### src/rtl/demux_stream_1to4.sv
// rtl/demux_stream_1to4.sv - registered 1-to-4 stream demultiplexer with per-channel one-entry buffers
// Words go to in_sel (mode=0) or the round-robin pointer (mode=1); a full, non-draining target stalls the input.
module demux_stream_1to4 #(
   parameter int WIDTH = 8
) (
   input  logic             clk,
   input  logic             rst,
   input  logic [WIDTH-1:0] in_data,
   input  logic             in_valid,
   output logic             in_ready,
   input  logic [1:0]       in_sel,
   input  logic             mode,
   output logic [WIDTH-1:0] y0,
   output logic [WIDTH-1:0] y1,
   output logic [WIDTH-1:0] y2,
   output logic [WIDTH-1:0] y3,
   output logic [3:0]       y_valid,
   input  logic [3:0]       y_ready,
   output logic [1:0]       rr_ptr,
   output logic [15:0]      acc_count
);

   logic [3:0]       vld;
   logic [WIDTH-1:0] data_q [4];
   logic [1:0]       target;
   logic [3:0]       drain;
   logic [3:0]       load;
   logic             accept;

   // A full target may still accept when its consumer takes the old word on the same edge.
   always_comb begin
      target   = mode ? rr_ptr : in_sel;
      drain    = vld & y_ready;
      in_ready = ~vld[target] | drain[target];
      accept   = in_valid & in_ready;
      load     = accept ? (4'b0001 << target) : 4'b0000;
   end

   always_ff @(posedge clk) begin
      if (rst) begin
         vld       <= 4'b0000;
         rr_ptr    <= 2'd0;
         acc_count <= 16'd0;
         for (int n = 0; n < 4; n++) begin
            data_q[n] <= '0;
         end
      end else begin
         vld <= (vld & ~drain) | load;
         for (int n = 0; n < 4; n++) begin
            if (load[n]) begin
               data_q[n] <= in_data;
            end
         end
         if (accept) begin
            acc_count <= acc_count + 16'd1;
            if (mode) begin
               rr_ptr <= rr_ptr + 2'd1;
            end
         end
      end
   end

   assign y_valid = vld;
   assign y0      = data_q[0];
   assign y1      = data_q[1];
   assign y2      = data_q[2];
   assign y3      = data_q[3];

endmodule

### config.mk
export PLATFORM = sky130hd
export DESIGN_NAME = demux_stream_1to4
export DESIGN_NICKNAME = d
export VERILOG_FILES = /design/src/rtl/demux_stream_1to4.sv
export SDC_FILE = /design/constraint.sdc
export NUM_CORES = 1
export LEC_CHECK = 0
export CAP_MARGIN = 20
export CORE_MARGIN = 4
export CORE_UTILIZATION = 52
export CTS_BUF_LIST = sky130_fd_sc_hd__clkbuf_8
export DETAILED_ROUTE_END_ITERATION = 6
export PLACE_DENSITY = 0.88
export SLEW_MARGIN = 20
export SYNTH_ARGS = -nofsm -noshare
export SYNTH_HDL_FRONTEND = slang
export SYNTH_SLANG_ARGS = --single-unit
export TNS_END_PERCENT = 50
### constraint.sdc
create_clock -name clk -period 3.7 [get_ports clk]
set_clock_uncertainty 0.05 [all_clocks]
set_input_delay 0.74 -clock clk [delete_from_list [all_inputs] [get_ports clk]]
set_output_delay 0.74 -clock clk [all_outputs]
set_load 0.05 [all_outputs]
# [Word-level counts from Yosys, hierarchy flattened]
# Memories as Yosys holds them, arrays and structs flattened.
# Cells that the tools add are included.
[classes] n_lt_le_gt_ge=1 addsub=2 mux=24 bitwise_logic=11 n_shift=1 n_reduce_logical=1
[ops] cell="2-to-1 mux 8 bit" n=4
[ops] cell="adder 16 x 1 -> 16 bit, second input constant" n=1
[ops] cell="2-to-1 mux 1 bit" n=16
[ops] cell="AND 4 bit" n=2
[ops] cell="bitwise OR 1 bit" n=5
[ops] cell="binary-select mux 1 bit (select 2 bit)" n=2
[ops] cell="2-to-1 mux 4 bit" n=1
[ops] cell="NOT 4 bit" n=1
[ops] cell="bitwise OR 4 bit" n=1
[ops] cell="left shift 1 x 2 -> 4 bit, first input constant" n=1
[ops] cell="less-than comparator 2 x 3 -> 1 bit, second input constant" n=1
[ops] cell="adder 2 x 1 -> 2 bit, second input constant" n=1
[ops] cell="2-to-1 mux 2 bit" n=1
[ops] cell="AND reduction 2 bit" n=1
[ops] cell="AND 1 bit" n=1
[ops] cell="NOT 1 bit" n=1
[totals] ramBits=32 inputBits=18 regBits=22 n_memories=1 out_inout_bits=55 wordCells=44
[mem_list] memory="data_q" depth=4 width=8 read_ports=4 rd_clocked_by_memory_dff=0 wr=4 line_no="24" rtl="logic [WIDTH-1:0] data_q [4];"

# [Depth between registers and ports, before layout]
[depth] ltp_word=11 depth_mapped=7 mapped_depth_nobuf=5

# [Least setup slack after synthesis]
# Ideal clock, no wire load.
[synth_path] path_kind="input port to output port" start="in mode" end="out in_ready" required_time_ns=2.910 slack_ns=1.159 path_buffers=0 arrival_ns=1.751 stages=3 cell_sequence="mux2i_4 > mux2_4 > mux2_2"
[synth_via] elab_chain_cells=5 word_cells_on_any_way=7 cone_classes="5 x mux; 2 x bitwise"
[synth_lines] element="start: declaration" line_no="12" rtl="input logic mode,"
[synth_lines] element="2-to-1 mux 2 bit *" line_no="32" rtl="target = mode ? rr_ptr : in_sel;"
[synth_lines] element="binary-select mux 1 bit (select 2 bit)" line_no="34" rtl="in_ready = ~vld[target] | drain[target];"
[synth_lines] element="2-to-1 mux 1 bit (implied by the code)" line_no="34"
[synth_lines] element="NOT 1 bit" line_no="34"
[synth_lines] element="bitwise OR 1 bit *" line_no="34"
[synth_lines] element="end: declaration" line_no="10" rtl="output logic in_ready,"
# Every way passes the cells marked *; elsewhere a longest branch is shown, timed or not. The select of a mux whose other input is x is not followed.

# [Final worst setup path]
# Same ends and word-level chain as after synthesis.

==> results by group <==
Pwr
  • Clock Power Share: 29.4%
  • VDD IR max: 0.2273 mV
  • Psw: 368.8 µW
  • PD cells: 411.1 mW/mm²
  • Internal: 952.5 µW
  • Sw Ratio: 27.91%
  • Leak: 1.154 nW
  • Sequential share of power: 51.5%
  • Comb pwr share: 19.2%

Route
  • WL final: 5.253 mm
  • Drt wl/cell: 16.02 µm
  • ANT nets after route: 0
  • First-pass DRT Iterations: 4
  • Drt drc: 0
  • DR vias/cell: 5.524
  • Met2 wire len: 2.587 mm
  • Wire length on met1: 2.293 mm
  • Highest routed layer: met4
  • Met3 routed WL: 295 µm
  • Via Count: 1812
  • 1st-iter DRT viols: 133

Floorplan
  • Initial core utilization: 53.94%
  • Core area: 0.004384 mm²
  • I/O pin count: 73
  • Die Ht: 75.44 µm
  • DIE WIDTH: 75.44 µm
  • Site row count: 24
  • Die ar.: 0.005690 mm²

Yosys
  • Post-synth EDFFs: 32
  • Yosys top cell area share: 40.63%
  • Syn_nets: 225
  • Sequential area share after synthesis: 59.26%
  • Cell count after synthesis: 206
  • Cell taking the most area after synthesis: edfxtp_1
  • Async SR Flop Fraction: 0%
  • Syn Std Cell Area: 0.002365 mm²
  • Main synth FF type: edfxtp_1
  • Yosys cell types: 40
  • Ys Warns: 0
  • FF+latch count, synth: 54
  • Syn_area_per_cell: 11.48 µm²
  • Main area contributors after synthesis: edfxtp_1 (41%), dfxtp_1 (19%), and2_1 (8.7%)

Worst setup path
  • Crit-path max FO: 7
  • Worst Path Buf+Inv: 2
  • Top delay family on crit path: multiplexers
  • Worst Path Arrival: 2.56 ns
  • Crit-path cells: clkdlybuf4s50_1, mux2i_4, mux2_4, mux2_2, buf_4
  • Worst EP required: 2.91 ns
  • Critical path launch point type: primary input
  • Delay of the slowest critical-path stage: 0.60 ns
  • Worst setup EP type: primary output
  • Slowest CP cell: clkdlybuf4s50_1
  • Crit path kind: primary input to primary output

Global routing
  • Antenna violations before repair: 0
  • Largest net degree at the start of global routing: 30
  • Total track usage: 19.04%
  • First-pass GRT wire length: 8.038 mm
  • Vias in the first global route: 1704
  • Overflow after GRT: 0

Cells and area
  • Share of layout cells above drive strength 1: 6.884%
  • Inserted Diodes: 0
  • Area Overhead vs Synth: 35.93%
  • # fillers: 306
  • Sequential Area: 0.001401 mm²
  • Footprint of the multi-input gates: 889.6 µm²
  • Final #Nets: 294
  • Util after Layout: 73.32%

STA
  • Max Fclk: 0.2986 GHz
  • Final Max Tran Viols: 0
  • Rel. slew slack: 60.52%
  • Hold Vio Cnt, Final: 0
  • # setup viols final: 0
  • TNS Setup: 0 ns
  • Tcrit/Tclk final: 90.50%
  • RSZ-0062 raised after global routing: false
  • Final min period: 3.348 ns
  • Worst Tran Pin Value: 0.5904 ns

Clock tree
  • Clk Latency, worst-skew pair: 0.30 ns
  • Post-cts resize count: 0
  • CTS buffer count: 5
  • Clk slew on worst S/H paths: 0.09 ns
  • CTS tree: built
  • Max Root-Sink Buffers: 2
  • Number of setup buffers added after CTS: 0
  • Root Buffer: clkbuf_8
  • H-tree levels: 2
  • CTS sink cnt: 54
  • Post-cts hold buffer count: 0

Worst hold path
  • Worst hold path class: flip-flop to flip-flop

Placed design
  • RePlAce Congestion: 0.7864
  • Post-DP HPWL: 3.898 mm
  • PortBufs: 72

Flow run
  • Max-cap violation count: 0

Run status
  • Status: finished, final reports clean
==> sequential cells by signal, indices dropped and copies added (netlist names) <==
signal	count
acc_count	16
data_q	32
rr_ptr	2
y_valid	4
==> final timing paths <==
check	start	end	slack [ns]	cells past startpoint
max	mode	in_ready	0.35	5
min	acc_count[15]$_SDFFE_PP0N_	acc_count[15]$_SDFFE_PP0N_	0.44	2
max reg2reg	rr_ptr[0]$_SDFFE_PP0P_	data_q[0][3]$_SDFFCE_PN0P_	1.65	4
min reg2reg	acc_count[15]$_SDFFE_PP0N_	acc_count[15]$_SDFFE_PP0N_	0.44	2
==> kinds of logic after synthesis <==
logic type / Yosys count / share of synthesized area [%]
and+or+nand+nor: 86 / 21.91
DFF: 54 / 59.26
AOI/OAI and AO/OA: 43 / 11.69
buffers and inverters: 16 / 3.121
muxes: 5 / 3.122
xor gates and xnor gates: 1 / 0.3704
adders and majority gates: 1 / 0.5290
==> worst register-to-register path, delay by kind of cell, from the launching register on <==
kind	cells	cell delay [ns]
compound gates	2	0.75
mux	2	0.63
flops	1	0.37
==> metrics by stage <==
stage,instances,hold WS [ns],setup slack [ns],total power [mW],instance area (µm²)
after floorplan,206,0.6525,1.159,0.8581,2365
after global routing,328,0.4681,0.2784,1.359,3214
after CTS,328,0.4413,0.3477,1.323,3214
after global placement,320,0.4102,0.3732,0.9439,3104
after detailed placement,320,0.4272,0.3591,0.9480,3104
final,328,0.4406,0.3516,1.321,3214
==> Yosys cell counts (2+ instances only) <==
master,count
and2_1,33
edfxtp_1,32
dfxtp_1,22
a21oi_1,17
o21ai_0,9
nand2_1,8
or3_1,8
and3_1,7
clkbuf_1,6
nand3_1,6
nand2b_1,5
o31ai_1,5
or4_1,5
inv_1,4
nor2_1,4
o21bai_1,4
a21o_1,3
a31o_2,2
buf_1,2
mux2_4,2
nand4b_1,2
nor2b_1,2
==> routing by layer <==
layer / global-route usage (%) / vias up
met3: 5.409 / 7
met2: 30.78 / 60
met1: 25.21 / 864
li1: - / 881
met4: 5.243 / 0
met5: 0 / -
==> cell type report <==
class / instances / area share [%]
flip-flops and latches: 54 / 43.60
multi-input cells: 136 / 27.68
repair buffers: 74 / 22.81
clock buffers: 5 / 2.141
well taps: 52 / 2.024
clock inverters: 3 / 1.285
inverters: 4 / 0.4671
==> power by group through the flow <==
| stage | clock, mW | combinational [mW] | sequential (mW) |
|---|---|---|---|
| 2_1_floorplan | 0 | 0.0625 | 0.796 |
| 3_3_place_gp | 0 | 0.251 | 0.693 |
| 3_5_place_dp | 0 | 0.254 | 0.694 |
| 4_1_cts | 0.388 | 0.255 | 0.681 |
| 5_1_grt | 0.409 | 0.267 | 0.683 |
| 6_report | 0.388 | 0.254 | 0.680 |
==> layout by cell type (no fill, tap or decap), drive strengths merged, types with 2 or more instances in the layout <==
| cell type | netlist | final |
|---|---|---|
| o21bai | 4 | 4 |
| o21ai | 9 | 9 |
| clkdlybuf4s50 | 0 | 71 |
| mux2 | 3 | 3 |
| a21o | 3 | 3 |
| edfxtp | 32 | 32 |
| nand2 | 8 | 8 |
| dfxtp | 22 | 22 |
| a21oi | 17 | 17 |
| o31ai | 5 | 5 |
| nand4b | 2 | 2 |
| nand2b | 5 | 5 |
| or4 | 5 | 5 |
| clkbuf | 7 | 5 |
| a31o | 2 | 2 |
| nand3 | 6 | 6 |
| nor2 | 4 | 4 |
| nor2b | 2 | 2 |
| or3 | 8 | 8 |
| and2b | 2 | 2 |
| inv | 4 | 5 |
| mux2i | 2 | 2 |
| and3 | 7 | 7 |
| buf | 5 | 3 |
| and2 | 34 | 34 |
Note: power is estimated with default switching activity, not from simulation.
